[config.mk]
export PLATFORM = sky130hd
export DESIGN_NAME = sfifo_param_flat
export DESIGN_NICKNAME = d
export VERILOG_FILES = /design/src/rtl/sfifo_pkg.sv /design/src/rtl/sfifo_param_if.sv /design/src/rtl/sfifo_wrap_ptr.sv /design/src/rtl/sfifo_param.sv /design/src/flat_wrapper.sv
export SDC_FILE = /design/constraint.sdc
export NUM_CORES = 1
export LEC_CHECK = 0
export ABC_AREA = 0
export CORE_MARGIN = 2
export CORE_UTILIZATION = 64
export DETAILED_ROUTE_END_ITERATION = 12
export GPL_TIMING_DRIVEN = 0
export PLACE_DENSITY = 0.93
export SYNTH_ARGS = -nofsm -noshare
export SYNTH_HDL_FRONTEND = slang
export SYNTH_HIERARCHICAL = 1
export SYNTH_SLANG_ARGS = --single-unit
[constraint.sdc]
create_clock -name clk -period 5.6 [get_ports clk]
set_input_delay 0.84 -clock clk [delete_from_list [all_inputs] [get_ports clk]]
set_output_delay 0.84 -clock clk [all_outputs]
set_load 0.02 [all_outputs]
[src/rtl/sfifo_pkg.sv]
// Shared types and helpers for the parametrised synchronous FIFO.
// The optional sticky error flags are built when SFIFO_ERR_EN is defined.
package sfifo_pkg;

    // Registered status flags, all derived from the next occupancy count
    typedef struct packed {
        logic full;
        logic almost_full;
        logic empty;
        logic almost_empty;
    } fifo_flags_t;

    // Status immediately after reset or flush: nothing stored
    localparam fifo_flags_t FLAGS_RESET = '{full: 1'b0, almost_full: 1'b0,
                                           empty: 1'b1, almost_empty: 1'b1};

    // Explicit wrap so that any depth works, not only powers of two
    function automatic int unsigned next_ptr(input int unsigned ptr, input int unsigned depth);
        return (ptr == depth - 1) ? 0 : ptr + 1;
    endfunction

    // Legal parameter combinations for the FIFO
    function automatic bit params_ok(input int depth, input int af_thresh, input int ae_thresh);
        return (depth >= 2) && (af_thresh >= 1) && (af_thresh <= depth) &&
               (ae_thresh >= 0) && (ae_thresh < depth);
    endfunction

endpackage

[src/rtl/sfifo_param_if.sv]
// Producer/consumer bus of the parametrised FIFO.
// Overflow/underflow/clr_err exist only when SFIFO_ERR_EN is defined.
//
// Handshake: wren is the write valid; the write is taken on a rising edge
// when the FIFO is not full, or when it is full and a read is taken in the
// same cycle. rden is the read request; a pop happens when not empty.
// Requests that are not taken leave the FIFO unchanged, so the producer must
// hold wren/wdata until it sees room (full low) if it does not want to lose data.
interface sfifo_param_if #(
    parameter int DATA_WIDTH = 8,
    parameter int DEPTH      = 16
);
    localparam int CW = $clog2(DEPTH + 1);

    logic                  flush;
    logic                  wren;
    logic [DATA_WIDTH-1:0] wdata;
    logic                  rden;
    logic [DATA_WIDTH-1:0] rdata;
    logic                  full;
    logic                  almost_full;
    logic                  empty;
    logic                  almost_empty;
    logic [CW-1:0]         count;
`ifdef SFIFO_ERR_EN
    logic                  overflow;
    logic                  underflow;
    logic                  clr_err;

    modport master (output flush, wren, wdata, rden, clr_err,
                    input  rdata, full, almost_full, empty, almost_empty, count,
                           overflow, underflow);
    modport slave  (input  flush, wren, wdata, rden, clr_err,
                    output rdata, full, almost_full, empty, almost_empty, count,
                           overflow, underflow);
`else
    modport master (output flush, wren, wdata, rden,
                    input  rdata, full, almost_full, empty, almost_empty, count);
    modport slave  (input  flush, wren, wdata, rden,
                    output rdata, full, almost_full, empty, almost_empty, count);
`endif

endinterface

[src/rtl/sfifo_wrap_ptr.sv]
// Wrapping pointer for the FIFO; counts 0..DEPTH-1 and wraps explicitly.
// clr (flush) takes priority over inc.
module sfifo_wrap_ptr
    import sfifo_pkg::*;
#(
    parameter int DEPTH = 16
) (
    input  logic                     clk,
    input  logic                     arst_n,
    input  logic                     clr,
    input  logic                     inc,
    output logic [$clog2(DEPTH)-1:0] ptr
);
    localparam int PW = $clog2(DEPTH);

    logic [PW-1:0] ptr_q, ptr_d;

    // Next pointer: clear, advance with wrap, or hold
    always_comb begin
        ptr_d = ptr_q;
        if (clr) begin
            ptr_d = '0;
        end else if (inc) begin
            ptr_d = PW'(next_ptr(32'(ptr_q), 32'(DEPTH)));
        end
    end

    // Pointer register
    always_ff @(posedge clk or negedge arst_n) begin
        if (!arst_n) begin
            ptr_q <= '0;
        end else begin
            ptr_q <= ptr_d;
        end
    end

    assign ptr = ptr_q;

endmodule

[src/rtl/sfifo_param.sv]
// Parametrised single-clock FIFO with show-ahead read data, occupancy count,
// almost-full/almost-empty thresholds and synchronous flush.
// Optional sticky overflow/underflow flags: define SFIFO_ERR_EN.
module sfifo_param
    import sfifo_pkg::*;
#(
    parameter int DATA_WIDTH = 8,
    parameter int DEPTH      = 16,
    parameter int AF_THRESH  = 14,
    parameter int AE_THRESH  = 2
) (
    input  logic         clk,
    input  logic         arst_n,
    sfifo_param_if.slave bus
);
    localparam int CW = $clog2(DEPTH + 1);
    localparam int PW = $clog2(DEPTH);

    if (!params_ok(DEPTH, AF_THRESH, AE_THRESH)) begin : g_param_check
        $error("sfifo_param: illegal DEPTH/AF_THRESH/AE_THRESH combination");
    end

    logic [DATA_WIDTH-1:0] mem [DEPTH];
    logic [PW-1:0]         wr_ptr, rd_ptr;
    logic [CW-1:0]         count_q, count_d;
    fifo_flags_t           flags_q, flags_d;
    logic                  rd_acc, wr_acc;

    // A read is taken only when something is stored; a write on full only alongside a taken read
    assign rd_acc = bus.rden & ~flags_q.empty;
    assign wr_acc = bus.wren & (~flags_q.full | rd_acc);

    sfifo_wrap_ptr #(.DEPTH(DEPTH)) u_wr_ptr (
        .clk    (clk),
        .arst_n (arst_n),
        .clr    (bus.flush),
        .inc    (wr_acc),
        .ptr    (wr_ptr)
    );

    sfifo_wrap_ptr #(.DEPTH(DEPTH)) u_rd_ptr (
        .clk    (clk),
        .arst_n (arst_n),
        .clr    (bus.flush),
        .inc    (rd_acc),
        .ptr    (rd_ptr)
    );

    // Storage write; not reset, contents are meaningless once pointers are cleared
    always_ff @(posedge clk) begin
        if (wr_acc && !bus.flush) begin
            mem[wr_ptr] <= bus.wdata;
        end
    end

    // Next occupancy and the flags derived from it
    always_comb begin
        count_d = count_q;
        if (bus.flush) begin
            count_d = '0;
        end else if (wr_acc && !rd_acc) begin
            count_d = count_q + 1'b1;
        end else if (rd_acc && !wr_acc) begin
            count_d = count_q - 1'b1;
        end
        flags_d.full         = (count_d == CW'(DEPTH));
        flags_d.almost_full  = (32'(count_d) >= AF_THRESH);
        flags_d.empty        = (count_d == '0);
        flags_d.almost_empty = (32'(count_d) <= AE_THRESH);
    end

    // Occupancy and flag registers
    always_ff @(posedge clk or negedge arst_n) begin
        if (!arst_n) begin
            count_q <= '0;
            flags_q <= FLAGS_RESET;
        end else begin
            count_q <= count_d;
            flags_q <= flags_d;
        end
    end

    assign bus.rdata        = mem[rd_ptr];
    assign bus.count        = count_q;
    assign bus.full         = flags_q.full;
    assign bus.almost_full  = flags_q.almost_full;
    assign bus.empty        = flags_q.empty;
    assign bus.almost_empty = flags_q.almost_empty;

`ifdef SFIFO_ERR_EN
    logic overflow_q, overflow_d;
    logic underflow_q, underflow_d;

    // Sticky error flags: a new rejection wins over a clear in the same cycle
    always_comb begin
        overflow_d  = (bus.wren & ~wr_acc) | (overflow_q & ~bus.clr_err);
        underflow_d = (bus.rden & flags_q.empty) | (underflow_q & ~bus.clr_err);
    end

    // Error flag registers; flush leaves them alone
    always_ff @(posedge clk or negedge arst_n) begin
        if (!arst_n) begin
            overflow_q  <= 1'b0;
            underflow_q <= 1'b0;
        end else begin
            overflow_q  <= overflow_d;
            underflow_q <= underflow_d;
        end
    end

    assign bus.overflow  = overflow_q;
    assign bus.underflow = underflow_q;
`endif

endmodule

[src/flat_wrapper.sv]
// flat-port wrapper written by rule: the top's interface ports become plain ports
module sfifo_param_flat import sfifo_pkg::*;
#(
    parameter int DATA_WIDTH = 8,
    parameter int DEPTH      = 16,
    parameter int AF_THRESH  = 14,
    parameter int AE_THRESH  = 2
)
  (clk, arst_n, bus_flush, bus_wren, bus_wdata, bus_rden, bus_rdata, bus_full, bus_almost_full, bus_empty, bus_almost_empty, bus_count);
  sfifo_param_if #(.DATA_WIDTH(DATA_WIDTH), .DEPTH(DEPTH)) bus_i ();
  input  logic clk;
  input  logic arst_n;
  input wire logic [$bits(bus_i.flush)-1:0] bus_flush;
  input wire logic [$bits(bus_i.wren)-1:0] bus_wren;
  input wire logic [$bits(bus_i.wdata)-1:0] bus_wdata;
  input wire logic [$bits(bus_i.rden)-1:0] bus_rden;
  output wire logic [$bits(bus_i.rdata)-1:0] bus_rdata;
  output wire logic [$bits(bus_i.full)-1:0] bus_full;
  output wire logic [$bits(bus_i.almost_full)-1:0] bus_almost_full;
  output wire logic [$bits(bus_i.empty)-1:0] bus_empty;
  output wire logic [$bits(bus_i.almost_empty)-1:0] bus_almost_empty;
  output wire logic [$bits(bus_i.count)-1:0] bus_count;
  assign bus_i.flush = bus_flush;
  assign bus_i.wren = bus_wren;
  assign bus_i.wdata = bus_wdata;
  assign bus_i.rden = bus_rden;
  assign bus_rdata = bus_i.rdata;
  assign bus_full = bus_i.full;
  assign bus_almost_full = bus_i.almost_full;
  assign bus_empty = bus_i.empty;
  assign bus_almost_empty = bus_i.almost_empty;
  assign bus_count = bus_i.count;
  sfifo_param #(.DATA_WIDTH(DATA_WIDTH), .DEPTH(DEPTH), .AF_THRESH(AF_THRESH), .AE_THRESH(AE_THRESH)) u_core (.clk(clk), .arst_n(arst_n), .bus(bus_i));
endmodule
Word-level counts from Yosys, hierarchy flattened
Memories as Yosys holds them, arrays and structs flattened.
Index checks and enable logic that the tools add are counted.
- add/sub/neg operators: 4
- $lt $le $gt $ge: 2
- equality and inequality tests: 3
- muxes and demuxes: 11
- bitwise gates (word level): 5
- reduce and logical (&&, ||, !) cells: 9
- operators with widths (operator ; count):
    4-bit two-way mux ; 6
    5-bit two-way mux ; 3
    4-bit by 1-bit adder with 4-bit output, second input constant ; 2
    4-bit equality test, second input constant ; 2
    5-bit by 1-bit adder with 5-bit output, second input constant ; 1
    5-bit equality test, second input constant ; 1
    5-bit by 4-bit >= comparator with 1-bit output, second input constant ; 1
    5-bit by 2-bit <= comparator with 1-bit output, second input constant ; 1
    5-bit zero test ; 1
    5-bit by 1-bit subtractor with 5-bit output, second input constant ; 1
    2-bit nonzero test ; 2
    1-bit logical AND ; 3
    1-bit zero test ; 3
    1-bit bitwise AND ; 2
    1-bit two-way mux ; 2
    1-bit NOT ; 2
    1-bit OR ; 1
- bits in registers: 17
- RAM bits: 128
- output and inout port bits: 17
- memories kept: 1
- memories (name ; words ; width ; read ports ; clocked after Yosys merged registers in ; wr ports ; line ; source):
    u_core.mem ; 16 ; 8 ; 1 ; 0 ; 1 ; sfifo_param.sv:23 ; logic [DATA_WIDTH-1:0] mem [DEPTH];

Longest topological paths before layout
Gate-level depths: netlist of run 1.
- depth after elaboration: 10
- mapped depth: 7
- mapped depth without buffers: 7

Cells and area by module
The synthesis of run 1 kept the hierarchy.
- modules (own cells, without submodules) (module ; instances ; cells each ; area an instance (um^2)):
    sfifo_param ; 1 ; 260 ; 5567.8
    sfifo_wrap_ptr ; 2 ; 19 ; 191.4

Least setup slack after synthesis of run 1
Ideal clock, no wire load.
- path kind: input port to flip-flop
- from: in bus_rden
- to: mem u_core.mem[0][0], enable pin
- arrival time: 2284 ps
- data required time: 5217 ps
- path slack: 2933 ps
- stages: 5
- buffers on the path: 0
- cells stage by stage: nand2b_1 > inv_2 > o21ai_0 > or4_1 > nor3_1
- word-level cells in the longest chain between the ends: 6
- RTL lines (what ; line ; source):
    start: declaration ; flat_wrapper.sv:16 ; input wire logic [$bits(bus_i.rden)-1:0] bus_rden;
    1-bit bitwise AND ; sfifo_param.sv:30 ; assign rd_acc = bus.rden & ~flags_q.empty;
    named net u_core.rd_acc ; sfifo_param.sv:27 ; logic rd_acc, wr_acc;
    1-bit OR ; sfifo_param.sv:31 ; assign wr_acc = bus.wren & (~flags_q.full | rd_acc);
    1-bit bitwise AND ; sfifo_param.sv:31 ;
    1-bit logical AND ; sfifo_param.sv:51 ; if (wr_acc && !bus.flush) begin
    1-bit two-way mux ; sfifo_param.sv:51 ;
    1-bit two-way mux (implied by the code) ; sfifo_param.sv:52 ; mem[wr_ptr] <= bus.wdata;
    end: declaration ; sfifo_param.sv:23 ;
The timed path passes the listed nets, and every way through them passes these cells.

Worst setup path in the final report of run 1
- from: reg u_core.u_rd_ptr.ptr_q[1] (netlist: u_core/u_rd_ptr/ptr[1])
- to: out bus_rdata[3]
- word-level cells in the longest chain between the ends: 1
- RTL lines (what ; line ; source):
    start: declaration ; sfifo_wrap_ptr.sv:16 ; logic [PW-1:0] ptr_q, ptr_d;
    start signal: assignment ; sfifo_wrap_ptr.sv:33 ; ptr_q <= ptr_d;
    memory read 16 x 8 bit ; n/a ;
    end: declaration ; flat_wrapper.sv:17 ; output wire logic [$bits(bus_i.rdata)-1:0] bus_rdata;
No other way between the ends.

==> impl_results.md, run 1 <==
- Total grt overflow: 0
- WL/cell: 26.5 microns
- FF/Latch Area: 0.00427 sq mm
- Fillers: 460
- Placed cell count: 438
- CP startpoint kind: flop
- Synthesized flop and latch total: 145
- Commonest cells post-synth: edfxtp_1, nor2_1, mux4_1, mux4_2, dfrtp_1
- Antenna diodes: 0
- CP top delay family: buffers and inverters
- Met2 routed WL: 6.25 mm
- Leakage power: 0.00230 uW
- Crit share post-route: 0.711
- WP buf/inv: 2
- # rows: 35
- Crit-path slowest cell: buf_1
- Worst R2R Setup Slack: 2.61 ns
- Final Hold Viols: 0
- Dpl hpwl: 7.69 mm
- Vias in the first global route: 3,247
- Die Width: 100 microns
- Yosys top cell area share: 0.646
- Leading area contributor after synthesis: edfxtp_1
- Pwr/cell area: 394 mW/mm^2
- Total GRT Usage: 0.274
- Setup_tns: 0 ns
- Fmax: 0.251 GHz
- Clk_skew: 0.00709 ns
- Routed Antenna Nets: 0
- CP Class: flop to output port
- Synth async-reset ratio: 0.117
- Distinct cells, synth: 40
- Layout cells sized above 1: 0.164
- Area contributors post-synth: edfxtp_1, mux4_1, dfrtp_1, mux4_2, nor2_1
- Initial core utilization: 0.653
- Die H: 100 microns
- Vias per cell: 6.86
- Slew @ Worst Pin: 1.40 ns
- Hold crit path type: flop to flop
- Area of the multi-input gates: 0.00158 sq mm
- Max incr delay on CP: 0.57 ns
- CP cell instances: buf_1, mux4_1, mux4_2, clkdlybuf4s50_1
- Clock latency on the worst-skew pair: 0.52 ns
- Placed Area: 0.00638 sq mm
- I/O pin count: 30
- Clock slew at the register clock pins of the worst setup and hold paths: 0.06 ns
- Met1 wire length: 4.76 mm
- Pwr Total: 2740 uW
- Status: completed
- Mapped Cells: 298
- Number of enable flip-flop cells after synthesis: 128
- Largest net degree at the start of global routing: 18
- Unrepaired setup endpoints after global routing: no
- Final Cell Area: 0.00695 sq mm
- Fin nets: 363
- Ys flop type: edfxtp_1
- Post-synthesis cell area: 0.00595 sq mm
- TritonCTS clock tree: built
- Syn Nets: 315
- CTS HTree Levels: 4
- Top sig layer: met4
- Root Buffer: clkbuf_8
- Initial DRC count: 371
- Synth Area per Inst: 20.0 sq um
- Seq/Total Area, Yosys: 0.718
- Crit path DAT: 3.14 ns
- Fin. max-slew vios: 0
- Drt drc: 0
- # Post-CTS Setup Buffers: 0
- Synth-to-Final Area Change: 16.8%
- Crit end category: output port
- Buffers added on ports: 29
- Minimum clock period: 3.98 ns
- Inserted Clock Buffers: 17
- Slew margin rel.: 0.0628
- PostCTS Resize Cnt: 0
- GP Congestion: 0.842
- VDD IR max: 0.311 mV
- DR vias: 3,226
- Final setup viols: 0
- Core area: 0.00911 sq mm
- CP required: 4.76 ns
- Max cap viols: 0
- Final WL: 12.4 mm
- Initial antenna violation count: 1
- Die ar.: 0.0101 sq mm
- Clock Tree Buf Depth: 2
- CP max FO: 10
- Router iterations before antenna repair: 5
- Most frequent cell after synthesis: edfxtp_1
- Fin cells: 470
- Clock sinks: 145
- Met3 WL post-DR: 1.07 mm
- Yosys Warn Count: 6
- First-pass GRT wire length: 19.1 mm
- # hold bufs at CTS: 0
-- final timing paths --
| path | from | to | cells after the start |
|---|---|---|---|
| worst max-delay path | u_core/u_rd_ptr/ptr[1]$_DFFE_PN0P_ | bus_rdata[3] | 4 |
| worst min-delay path | u_core/u_rd_ptr/ptr[2]$_DFFE_PN0P_ | u_core/u_rd_ptr/ptr[2]$_DFFE_PN0P_ | 2 |
| worst max register to register | u_core/bus.empty$_DFF_PN1_ | u_core/mem[0][3]$_DFFE_PP_ | 5 |
| worst min register to register | u_core/u_rd_ptr/ptr[2]$_DFFE_PN0P_ | u_core/u_rd_ptr/ptr[2]$_DFFE_PN0P_ | 2 |
| max in group asynchronous | arst_n | u_core/u_rd_ptr/ptr[1]$_DFFE_PN0P_ | 1 |
| min in group asynchronous | arst_n | u_core/bus.count[1]$_DFF_PN0_ | 1 |
-- layout make-up --
cell class,count,share of cell area
multi-input combinational,137,0.227
clock inverter,15,0.0214
sequential,145,0.615
inverter,6,0.00324
buffer,10,0.0121
clock buffer,17,0.0596
tap,111,0.0200
timing repair buffer,29,0.0418
-- routing by layer --
metal  global-route usage  vias to the layer above
met1                0.378                     1647
met5                    0                        -
met4                0.114                        0
li1                     -                     1332
met2                0.428                      215
met3               0.0689                       32
-- cell families after synthesis --
logic type | share of synthesized area
muxes | 0.175
and+or+nand+nor | 0.0551
xor gates and xnor gates | 0.00589
DFF | 0.718
buffers and inverters | 0.0179
AOI/OAI and AO/OA | 0.0198
adders and majority gates | 0.00841
-- worst min-delay path, cell delays in order, from the launching register on --
cell and delay, ns:
dfrtp_1 0.42, xor2_1 0.12, nor2_1 0.08
-- power by group --
group	switching (uW)	internal, uW
Clock	467	603
Combinational	218	206
Sequential	32.8	1210
-- flip-flops by register name (all words and copies together), names as in the netlist --
signal                   flops
u_core/bus.almost_empty      1
u_core/bus.almost_full       1
u_core/u_wr_ptr/ptr          4
u_core/u_rd_ptr/ptr          4
u_core/mem                 128
u_core/bus.empty             1
u_core/bus.count             5
u_core/bus.full              1
-- stage by stage --
stage / util / hold slack, ns / setup WS (ns)
3_3_place_gp: 0.700 / 0.562 / 1.91
2_1_floorplan: - / 0.534 / 2.93
3_5_place_dp: 0.700 / 0.593 / 1.84
6_report: 0.763 / 0.663 / 1.62
5_1_grt: 0.763 / 0.677 / 1.55
4_1_cts: 0.762 / 0.653 / 1.61
-- layout by cell type (no fill, tap or decap), types with 5 or more instances in the layout --
master | synthesis | final
nor3_1 | 9 | 8
edfxtp_1 | 128 | 128
clkdlybuf4s50_1 | 0 | 29
nand2_1 | 8 | 8
mux4_2 | 16 | 16
dfrtp_1 | 15 | 15
inv_1 | 5 | 5
mux4_1 | 24 | 24
nor2_1 | 27 | 27
inv_6 | 0 | 6
clkbuf_16 | 0 | 16
(Power assumes the default switching activity.)
==> inputs of run 2 (changes only) <==
Settings changed: CORE_UTILIZATION 64 to 59, PLACE_DENSITY 0.93 to 0.87.
Clock period 5.6 ns to 4.1 ns, I/O delays scaled along.
==> impl_results.md, run 2 (synthesis gave the netlist of run 1 again) <==
- Clk_skew: 0.00759 ns (+0.000498 ns)
- Commonest non-fill, non-tap cell in the layout: edfxtp_1
- Synth-to-Final Area Change: 17.2%
- CP max FO: 10 (unchanged)
- Largest net degree at the start of global routing: 18 (unchanged)
- # Post-CTS Setup Buffers: 0 (unchanged)
- Fmax: 0.264 GHz
- Crit end category: output port
- # hold bufs at CTS: 0 (unchanged)
- TritonCTS clock tree: built
- CP startpoint kind: flop
- Crit path DAT: 3.17 ns (+0.03 ns)
- Final setup viols: 0 (unchanged)
- Core Util, Final: 0.714 (-0.0493)
- Clock sinks: 145 (unchanged)
- Buffers added on ports: 29 (unchanged)
- Dpl hpwl: 7.26 mm (-5.6%)
- Slew margin rel.: 0.106 (+0.0434)
- WL/cell: 24.2 microns (-8.5%)
- Router iterations before antenna repair: 6 (+1)
- R2R cell count: 6 (+1)
- Slew @ Worst Pin: 1.33 ns (-0.0647 ns)
- Clock latency on the worst-skew pair: 0.51 ns (about the same)
- Root Buffer: clkbuf_8
- Crit share post-route: 0.924
- Setup_tns: 0 ns (unchanged)
- VDD IR max: 0.323 mV (+3.9%)
- Minimum clock period: 3.79 ns
- DR vias: 3,137 (-2.8%)
- Status: completed
- Final Hold Viols: 0 (unchanged)
- I/O pin count: 30 (unchanged)
- First-pass GRT wire length: 18.3 mm (-4.4%)
- Initial antenna violation count: 1 (unchanged)
- Max reg flops: 128 (unchanged)
- Die H: 104 microns (+4.0%)
- Initial core utilization: 0.609 (-0.0445)
- Most frequent cells in the layout: edfxtp_1, clkdlybuf4s50_1, nor2_1
- Drt drc: 0 (unchanged)
- Hold crit path type: input port to asynchronous set/reset pin
- Vias per cell: 6.36 (-7.3%)
- Unrepaired setup endpoints after global routing: no
- Initial DRC count: 275 (-26%)
- Final WL: 11.9 mm (-4.1%)
- Total grt overflow: 0 (unchanged)
- # rows: 36 (+2.9%)
- Vias in the first global route: 3,162 (-2.6%)
- Fillers: 585 (+27%)
- Clock slew at the register clock pins of the worst setup and hold paths: 0.07 ns (about the same)
- Routed Antenna Nets: 0 (unchanged)
- Max cap viols: 0 (unchanged)
- Die Width: 104 microns (+4.0%)
- Total GRT Usage: 0.236 (-0.0378)
- CTS HTree Levels: 4 (unchanged)
- Fin nets: 363 (unchanged)
- Register name with the most flops: u_core/mem
- Core area: 0.00977 sq mm (+7.3%)
- CP Class: flop to output port
- CP required: 3.48 ns (-1.28 ns)
- Layout cells sized above 1: 0.167 (+0.00279)
- Clock Tree Buf Depth: 2 (unchanged)
- PostCTS Resize Cnt: 0 (unchanged)
- Leakage power: 0.00231 uW (+0.44%)
- Fin. max-slew vios: 0 (unchanged)
- Die ar.: 0.0109 sq mm (+8.1%)
- Pwr/cell area: 529 mW/mm^2 (+34%)
- Inserted Clock Buffers: 17 (unchanged)
- Fin cells: 493 (+4.9%)
- GP Congestion: 0.772 (-8.2%)
- Placed cell count: 460 (+5.0%)
-- run 2: cell count changes in the layout (fill, tap and decap cells not counted) --
cell and delta:
bufinv_16 -1, clkinv_2 -1, clkinv_4 +3, clkinvlp_4 -3, diode_2 +1, inv_8 +2
nor3_1 -1, nor3_2 +1
-- run 2: metrics by stage --
| step | area (sq um) | total power, uW | setup WS (ns) | hold WS (ns) |
|---|---|---|---|---|
| 4_1_cts | 6960 | 3720 | 0.275 | 0.552 |
| 5_1_grt | 6970 | 3800 | 0.243 | 0.621 |
| 2_1_floorplan | 5950 | 2080 | 1.66 | 0.319 |
| 3_5_place_dp | 6410 | 2280 | 0.387 | 0.609 |
| 3_3_place_gp | 6410 | 2260 | 0.555 | 0.565 |
| 6_report | 6970 | 3690 | 0.311 | 0.542 |
-- run 2: area by class of cell --
cell class | instances | area, sq um | area share
sequential | 145 | 4270 | 0.612
multi-input combinational | 137 | 1580 | 0.227
clock buffer | 17 | 414 | 0.0594
timing repair buffer | 29 | 290 | 0.0416
tap | 133 | 166 | 0.0239
clock inverter | 15 | 140 | 0.0201
buffer | 10 | 83.8 | 0.0120
inverter | 6 | 22.5 | 0.00323
antenna | 1 | 2.50 | 0.000359
-- run 2: final timing paths --
kind,startpoint,to,slack (ns)
min in group clk,u_core/u_rd_ptr/ptr[3]$_DFFE_PN0P_,u_core/u_rd_ptr/ptr[3]$_DFFE_PN0P_,0.63
hold reg to reg,u_core/u_rd_ptr/ptr[3]$_DFFE_PN0P_,u_core/u_rd_ptr/ptr[3]$_DFFE_PN0P_,0.63
setup / recovery,u_core/u_rd_ptr/ptr[1]$_DFFE_PN0P_,bus_rdata[3],0.31
setup reg to reg,u_core/bus.empty$_DFF_PN1_,u_core/mem[2][2]$_DFFE_PP_,1.25
max in group asynchronous,arst_n,u_core/u_rd_ptr/ptr[2]$_DFFE_PN0P_,3.09
hold / removal,arst_n,u_core/bus.full$_DFF_PN0_,0.54
-- run 2: power by group --
group / total, uW / switching [uW] / internal (uW)
combinational: 566 / 285 / 281
clock: 1430 / 651 / 774
sequential: 1700 / 42.4 / 1650
total: 3690 / 979 / 2710
-- run 2: critical path: stages, from the launching register on --
cell and delay, ns:
dfrtp_1 0.51, buf_1 0.61, mux4_1 0.48, mux4_2 0.49
clkdlybuf4s50_1 0.57
-- run 2: layer usage --
metal  vias up  part of all wire  global-route usage  wire length [microns]
met5         -                 0                   0                      0
met4         0             0.037               0.122                    436
met3        32             0.082              0.0645                    975
met2       165              0.48               0.369                   5740
met1      1598              0.40               0.308                   4780
li1       1342                 -                   -                      -
==> inputs of run 3 (changes only) <==
Settings changed: CTS_CLUSTER_SIZE from default to 14.
==> results of run 3 <==
Same layout as run 2: the final DEF is identical, and so are final timing and power.
